===== src/rtl/multisim_pkg.sv =====
// Shared definitions for the multisim push client: beat-count helper,
// header field layout and the serializer state encoding.
package multisim_pkg;

    localparam int HDR_CNT_W  = 8;
    localparam int HDR_ID_W   = 16;
    localparam int BEAT_IDX_W = 8;

    typedef enum logic [1:0] {
        SER_IDLE = 2'd0,
        SER_HDR  = 2'd1,
        SER_PAY  = 2'd2
    } ser_state_t;

    // Payload beats needed to carry one data word over the link.
    function automatic int beat_count(input int data_w, input int link_w);
        return (data_w + link_w - 1) / link_w;
    endfunction

endpackage


===== src/rtl/multisim_sync_fifo.sv =====
// Single-clock FIFO with combinational head read and an occupancy count.
// Callers gate wr_en/rd_en; a write while full is legal only with a read.
module multisim_sync_fifo #(
    parameter int WIDTH = 64,
    parameter int DEPTH = 4,
    localparam int AW    = $clog2(DEPTH),
    localparam int CNT_W = $clog2(DEPTH) + 1
) (
    input  logic             clk,
    input  logic             rst_n,
    input  logic             wr_en,
    input  logic [WIDTH-1:0] wr_data,
    input  logic             rd_en,
    output logic [WIDTH-1:0] rd_data,
    output logic             full,
    output logic             empty,
    output logic [CNT_W-1:0] count
);

    logic [WIDTH-1:0] mem [DEPTH];
    logic [AW-1:0]    wr_ptr;
    logic [AW-1:0]    rd_ptr;

    assign rd_data = mem[rd_ptr];
    assign full    = (count == CNT_W'(DEPTH));
    assign empty   = (count == '0);

    always_ff @(posedge clk) begin
        if (wr_en) begin
            mem[wr_ptr] <= wr_data;
        end
    end

    always_ff @(posedge clk or negedge rst_n) begin
        if (!rst_n) begin
            wr_ptr <= '0;
            rd_ptr <= '0;
            count  <= '0;
        end else begin
            if (wr_en) begin
                wr_ptr <= wr_ptr + AW'(1);
            end
            if (rd_en) begin
                rd_ptr <= rd_ptr + AW'(1);
            end
            unique case ({wr_en, rd_en})
                2'b10:   count <= count + CNT_W'(1);
                2'b01:   count <= count - CNT_W'(1);
                default: ;
            endcase
        end
    end

endmodule


===== src/rtl/multisim_push_client.sv =====
// Client-side push endpoint: buffers pushed words and serialises each one
// onto the link as a header beat followed by LSB-first payload beats.
module multisim_push_client
    import multisim_pkg::*;
#(
    parameter string SERVER_RUNTIME_DIRECTORY = "../output_top",
    parameter int    DATA_WIDTH = 64,
    parameter int    FIFO_DEPTH = 4,
    parameter int    LINK_WIDTH = 32
) (
    input  logic                  clk,
    input  logic                  rst_n,
    input  logic [15:0]           server_id,
    output logic                  data_rdy,
    input  logic                  data_vld,
    input  logic [DATA_WIDTH-1:0] data,
    output logic                  link_valid,
    input  logic                  link_ready,
    output logic [LINK_WIDTH-1:0] link_data,
    output logic                  link_last,
    output logic                  overflow
);

    localparam int P     = beat_count(DATA_WIDTH, LINK_WIDTH);
    localparam int SH_W  = P * LINK_WIDTH;
    localparam int CNT_W = $clog2(FIFO_DEPTH) + 1;
    localparam logic [BEAT_IDX_W-1:0] LAST_IDX = BEAT_IDX_W'(P - 1);

    logic                  fifo_full;
    logic                  fifo_empty;
    logic [CNT_W-1:0]      fifo_count;
    logic [DATA_WIDTH-1:0] fifo_rd_data;
    logic                  push;
    logic                  pop;
    logic [CNT_W-1:0]      count_next;
    logic                  rdy_next;
    logic [SH_W-1:0]       word_ext;
    logic [LINK_WIDTH-1:0] hdr_word;

    ser_state_t            state;
    logic [SH_W-1:0]       shreg;
    logic [BEAT_IDX_W-1:0] beat_idx;

    // Link handshake: a beat transfers on any posedge with link_valid and
    // link_ready both high; while link_valid is high and link_ready is low
    // the beat (data, last, valid) is held unchanged.
    assign pop  = !fifo_empty &&
                  ((state == SER_IDLE) || (state == SER_PAY && link_ready && link_last));
    assign push = data_vld && (!fifo_full || pop);

    // Two free slots after this edge cover the registered-rdy round trip.
    assign count_next = fifo_count + CNT_W'(push) - CNT_W'(pop);
    assign rdy_next   = (count_next <= CNT_W'(FIFO_DEPTH - 2));

    always_comb begin
        word_ext = '0;
        word_ext[DATA_WIDTH-1:0] = fifo_rd_data;
    end

    always_comb begin
        hdr_word = '0;
        hdr_word[HDR_ID_W-1:0] = server_id;
        hdr_word[LINK_WIDTH-1 -: HDR_CNT_W] = HDR_CNT_W'(P);
    end

    multisim_sync_fifo #(
        .WIDTH (DATA_WIDTH),
        .DEPTH (FIFO_DEPTH)
    ) u_fifo (
        .clk     (clk),
        .rst_n   (rst_n),
        .wr_en   (push),
        .wr_data (data),
        .rd_en   (pop),
        .rd_data (fifo_rd_data),
        .full    (fifo_full),
        .empty   (fifo_empty),
        .count   (fifo_count)
    );

    always_ff @(posedge clk or negedge rst_n) begin
        if (!rst_n) begin
            state      <= SER_IDLE;
            shreg      <= '0;
            beat_idx   <= '0;
            link_valid <= 1'b0;
            link_data  <= '0;
            link_last  <= 1'b0;
            data_rdy   <= 1'b0;
            overflow   <= 1'b0;
        end else begin
            data_rdy <= rdy_next;
            if (data_vld && !push) begin
                overflow <= 1'b1;
            end
            // A pop always starts a new word; server_id is captured here.
            if (pop) begin
                state      <= SER_HDR;
                shreg      <= word_ext;
                beat_idx   <= '0;
                link_valid <= 1'b1;
                link_data  <= hdr_word;
                link_last  <= 1'b0;
            end else begin
                unique case (state)
                    SER_HDR: begin
                        if (link_ready) begin
                            state     <= SER_PAY;
                            link_data <= shreg[LINK_WIDTH-1:0];
                            shreg     <= shreg >> LINK_WIDTH;
                            link_last <= (P == 1);
                            beat_idx  <= '0;
                        end
                    end
                    SER_PAY: begin
                        if (link_ready) begin
                            if (link_last) begin
                                state      <= SER_IDLE;
                                link_valid <= 1'b0;
                                link_data  <= '0;
                                link_last  <= 1'b0;
                            end else begin
                                beat_idx  <= beat_idx + BEAT_IDX_W'(1);
                                link_data <= shreg[LINK_WIDTH-1:0];
                                shreg     <= shreg >> LINK_WIDTH;
                                link_last <= ((beat_idx + BEAT_IDX_W'(1)) == LAST_IDX);
                            end
                        end
                    end
                    default: ;
                endcase
            end
        end
    end

endmodule


===== config.mk =====
export PLATFORM = sky130hd
export DESIGN_NAME = multisim_push_client
export DESIGN_NICKNAME = d
export VERILOG_FILES = /design/src/rtl/multisim_pkg.sv /design/src/rtl/multisim_sync_fifo.sv /design/src/rtl/multisim_push_client.sv
export SDC_FILE = /design/constraint.sdc
export NUM_CORES = 1
export LEC_CHECK = 0
export ABC_CLOCK_PERIOD_IN_PS = 2900
export CAP_MARGIN = 25
export CORE_MARGIN = 5
export CORE_UTILIZATION = 52
export DETAILED_ROUTE_END_ITERATION = 10
export PLACE_DENSITY = 0.75
export SLEW_MARGIN = 40
export SYNTH_ARGS = -nofsm -noshare
export SYNTH_HDL_FRONTEND = slang
export SYNTH_SLANG_ARGS = --single-unit

===== constraint.sdc =====
create_clock -name clk -period 2.9 [get_ports clk]
set_input_delay 0.725 -clock clk [delete_from_list [all_inputs] [get_ports clk]]
set_output_delay 0.725 -clock clk [all_outputs]
set_load 0.05 [all_outputs]

==> impl_metrics.ini, run 1 <==
[outcome]
outcome = complete, no violations

[clocking]
path_clk_slew_ns = 0.06
cts_hold_buf = 0
clk_latency_ns = 0.52
clock_sinks = 373
cts_max_level = 2
ctsRootBufferMaster = clkbuf_16
cts_tree = yes
cts-buffers-inserted = 38
post-cts-setup-buffers = 0
clockBufferDepth = 3
cts.repair.resized = 0

[finish]
antenna_cells = 0
final_nets = 1084
final_common_cell = edfxtp_1
synthToLayoutAreaGrowth_pct = 20.5
multiInputGateArea_um2 = 3520
fill_cells = 1998
seq_area_um2 = 10600
drive_gt1_share_pct = 18.6
final_cell_mix = 256 x edfxtp_1, 118 x clkdlybuf4s50_1, 115 x dfrtp_1

[place]
numPortBuffers = 119
pre_cts_slack_ns = -0.160
post-dp-hpwl_um = 18000
gp_congestion = 0.779

[critical_path]
cp_cell_sequence = clkdlybuf4s50_1, a21boi_1, or3_2, o21ai_0, ha_1, inv_1, fa_1, xnor2_1, xnor2_1, a21oi_1
r2r_slack_ns = 0.54
startpoint_type = input port
crit_family = adder cells
crit_path_top_delay_cell = or3_2
r2r_cells = 11
cp-end-kind = flop
crit_buf_inv = 2
rr_endpoint = u_fifo.count[2]
reg2reg_from = link_last
path_max_fanout = 3
worst-setup-path-type = in2reg
critPathArrivalTime_ns = 2.95
worst_ep_required_time_ns = 3.30
cpPeakStageDelay_ns = 0.49
cpMostUsedCell = xnor2_1

[logic_synthesis]
synth_flop_cell = edfxtp_1
syn_area_per_cell_um2 = 17.2
synth_cell_type_count = 52
syn-num-nets = 942
yosysWarningCount = 0
syn_inst = 848
ys_seq_area_share_pct = 72.8
synth_edf_count = 256
ys_seq_elements = 373
ys_async_sr_fraction_pct = 31.4
synth_area_um2 = 14600

[timing]
hold_ws_ns = 0.125
drv_slew = 0
finalClockSkew_ns = 0.0178
fmax_mhz = 392
min_period_over_period_pct = 88.0
setup_viol = 0
setup_ws_ns = 0.348
min_period_ns = 2.55
rsz0062_at_grt = no
worst_pin_slew_ns = 0.604
finalHoldViolCount = 0
max-slew-margin-rel_pct = 59.6

[global_routing]
grt_antenna_before_repair = 3
grt_overflow = 0
grt.total_usage_pct = 18.9
grt_pass1_vias = 8254
grt_max_degree = 58
grt_pass1_wl_um = 46200

[floorplanning]
io_pins = 120
initial_core_util_pct = 52.6
die_w_um = 177
dieArea_um2 = 31500
chipHeight_um = 177
core_area_um2 = 27700
rows = 61

[min_path]
hp-class = in2async

[route]
routedWlPerCell_um = 20.7
drt-pass1-iter-count = 5
vias_per_cell = 5.66
totalWireLength_um = 29000
vias = 7909
ant_nets = 0
drtIter0Drc = 842
drc_errors = 0

[power_and_ir_drop]
p_per_area_nw_per_um2 = 1070
ir_drop_mv = 0.605
p_leak_uw = 0.00633

[flow_run]
drv_cap = 0
synthesized netlist by cell type, types with 3 or more instances:
cell type	instances	share of area, %
a21o_1	6	0.31
a21oi_1	36	1.2
a222oi_1	16	1.1
a22o_1	16	0.96
a31oi_1	12	0.52
a31oi_2	20	1.7
and3_1	7	0.30
buf_2	21	0.72
buf_4	7	0.36
buf_6	12	0.93
clkbuf_1	11	0.28
dfrtp_1	117	20
edfxtp_1	256	53
ha_1	8	0.69
inv_1	29	0.75
mux4_2	64	9.9
nand2_1	108	2.8
nand3_1	4	0.14
nor2_1	8	0.21
nor3_1	35	1.2
nor3b_1	3	0.15
o21ai_0	6	0.21
o22ai_1	4	0.17
or3_1	3	0.13
xnor2_1	7	0.42
xor2_1	3	0.18
flip-flops by register name, summed over array words and instances, names as in the netlist:
register and cells:
link_valid 1, beat_idx 8, u_fifo.rd_ptr 2, u_fifo.mem 256, link_data 32, shreg 64
u_fifo.count 3, data_rdy 1, link_last 1, state 2, overflow 1, u_fifo.wr_ptr 2
metal layers:
layer | GRT usage, % | part of all wire (%)
met5 | 0 | 0.13
met4 | 4.87 | 1.9
met3 | 3.92 | 5.7
met2 | 30.5 | 49
met1 | 26.7 | 43
logic make-up (layout without fill, tap and decap cells):
family | Yosys count | in the layout | synth area share [%]
compound gates | 128 | 128 | 6.94
xor+xnor | 10 | 10 | 0.601
fa+ha+maj | 10 | 10 | 0.961
buf+inv | 82 | 254 | 3.18
flops | 373 | 373 | 72.8
mux | 66 | 66 | 10.0
simple gates | 179 | 179 | 5.46
how the worst max path moves through the flow:
stage                      end  cells past startpoint       start
3_3_place_gp   u_fifo.count[2]                     11  link_ready
3_5_place_dp   u_fifo.count[2]                     11  link_ready
2_1_floorplan         data_rdy                     11   link_last
5_1_grt               data_rdy                     10  link_ready
4_1_cts              link_last                      1   link_last
6_report              data_rdy                     10  link_ready
report_power, final:
part / switching [uW] / internal, uW
Sequential: 746 / 7180
Clock: 1940 / 2510
Combinational: 3590 / 2840
cell type report:
class	count	area share, %
Sequential cell	373	60.5
Multi-Input combinational cell	393	20.1
Timing Repair Buffer	154	9.57
Clock buffer	50	5.84
Tap cell	378	2.69
Clock inverter	20	0.663
Inverter	30	0.656
per-stage QoR:
stage	setup TNS, ns	total power, uW	cell area, um^2	utilization (%)	instances
after floorplan	0	12500	14600	-	848
after global placement	-0.235	14400	16400	59.3	1328
after detailed placement	-0.332	14600	16400	59.3	1328
after CTS	0	19000	17600	63.4	1398
after global routing	0	19800	17600	63.4	1398
final	0	18800	17600	63.4	1398
Note: power is estimated with default switching activity, not from simulation.
==> run 2, diff against run 1 <==
--- a/config.mk
+++ b/config.mk
@@ -7,6 +7,7 @@
 export LEC_CHECK = 0
 export ABC_CLOCK_PERIOD_IN_PS = 2900
 export CAP_MARGIN = 25
+export CORE_ASPECT_RATIO = 1.2
 export CORE_MARGIN = 5
 export CORE_UTILIZATION = 52
 export DETAILED_ROUTE_END_ITERATION = 10
==> run 2 against run 1 <==
Net effect: global-route usage grew 0.10 points; sequential power increased by 1%; die area is essentially flat; critical path depth grew 1; flip-flop and latch count unchanged; largest cell class unchanged; largest power group unchanged.
==> impl_metrics.ini, run 2 (synthesized netlist as in run 1, its figures left out) <==
[power_and_ir_drop]
p_leak_uw = 0.00638
p_per_area_nw_per_um2 = 1080
ir_drop_mv = 0.586

[critical_path]
worst-setup-path-type = in2reg
critPathArrivalTime_ns = 3.06
path_max_fanout = 4
worst_ep_required_time_ns = 3.33
startpoint_type = input port
cp-end-kind = flop
crit_path_start = link_ready
reg2reg_from = link_last

[route]
vias_per_cell = 5.65
drtIter0Drc = 560
totalWireLength_um = 29200
routedWlPerCell_um = 20.9
drt-pass1-iter-count = 6
vias = 7916
ant_nets = 0
drc_errors = 0

[place]
numPortBuffers = 119
post-dp-hpwl_um = 18500
pre_cts_slack_ns = -0.226
dpl.cell_count = 1335
placed_area_um2 = 16500
gp_congestion = 0.766

[floorplanning]
core_area_um2 = 27800
rows = 67
chipHeight_um = 193
initial_core_util_pct = 52.4
die_w_um = 163
dieArea_um2 = 31500
io_pins = 120

[global_routing]
grt_max_degree = 54
grt_pass1_wl_um = 46900
grt_antenna_before_repair = 3
grt_overflow = 0
grt_pass1_vias = 8474
grt.total_usage_pct = 19.0

[timing]
worst_pin_slew_ns = 0.721
hold_ws_ns = 0.244
min_period_ns = 2.63
finalClockSkew_ns = 0.0175
setup_ws_ns = 0.270
rsz0062_at_grt = no
max-slew-margin-rel_pct = 52.0
drv_slew = 0
fmax_mhz = 380
finalHoldViolCount = 0
min_period_over_period_pct = 90.7
setup_viol = 0
tns_ns = 0

[clocking]
cts_max_level = 2
cts-buffers-inserted = 37
clk_latency_ns = 0.50
cts_hold_buf = 0
clock_sinks = 373
cts_tree = yes
ctsRootBufferMaster = clkbuf_16
clockBufferDepth = 3
post-cts-setup-buffers = 0
path_clk_slew_ns = 0.06
cts.repair.resized = 0

[finish]
final_nets = 1089
drive_gt1_share_pct = 18.7
final_common_cell = edfxtp_1
largest_reg_flops = 256
fin_cells = 1401
fill_cells = 1966
reg_top3 = u_fifo.mem: 256 flops, shreg: 64 flops, link_data: 32 flops
multiInputGateArea_um2 = 3520
synthToLayoutAreaGrowth_pct = 21.2
final_cell_area_um2 = 17700
seq_area_um2 = 10600
final_cell_mix = 256 x edfxtp_1, 118 x clkdlybuf4s50_1, 115 x dfrtp_1
regMostFlops = u_fifo.mem

[outcome]
outcome = complete, no violations

[min_path]
hp-class = in2async

[flow_run]
drv_cap = 0
## run 2: cell count changes in the layout (fill, tap and decap cells not counted), sizes merged
cell    before  now
bufinv       0    5
diode        0    1
clkinv      17    8
buf         36   42
clkbuf      50   51
inv         32   30
## run 2: metal layers
layer,vias to the layer above,share of wire (%),GRT usage [%]
met5,-,0.086,0
met2,211,53,33.3
met1,4075,39,24.8
met3,51,5.1,3.41
met4,4,2.1,4.63
li1,3575,-,-
## run 2: worst max-delay path, stage by stage
cell	delay, ns
clkdlybuf4s50_1	0.48
a21boi_1	0.09
or3_2	0.50
buf_4	0.17
inv_4	0.04
ha_1	0.17
inv_1	0.06
fa_1	0.38
xor2_1	0.15
nor2_1	0.13
xor2_1	0.16
## run 2: cell type report
type / instances / share of cell area [%]
Tap cell: 379 / 2.68
Timing Repair Buffer: 160 / 9.75
Multi-Input combinational cell: 393 / 20.0
Inverter: 30 / 0.652
Antenna cell: 1 / 0.0142
Clock inverter: 14 / 1.10
Sequential cell: 373 / 60.1
Clock buffer: 51 / 5.71
## run 2: final timing paths
path                              endpoint  slack, ns  cells after the start
max                        u_fifo.count[2]       0.27                     11
min                               shreg[0]       0.24                      1
max reg2reg                u_fifo.count[2]       0.48                     10
min reg2reg                  link_data[31]       0.49                      1
max in group asynchronous        shreg[54]       1.98                      2
min in group clk             link_data[31]       0.49                      1
## run 2: metrics by stage
step                      util [%]  power [uW]
after floorplan                  -       12500
after global placement        59.1       14400
after detailed placement      59.1       14600
after CTS                     63.5       19400
after global routing          63.5       20200
final                         63.5       19200
## run 2: power breakdown
part           internal [uW]  leakage (uW)  switching [uW]
clock network           2870      0.000588            1870
registers               7180       0.00381             849
logic                   2870       0.00198            3520
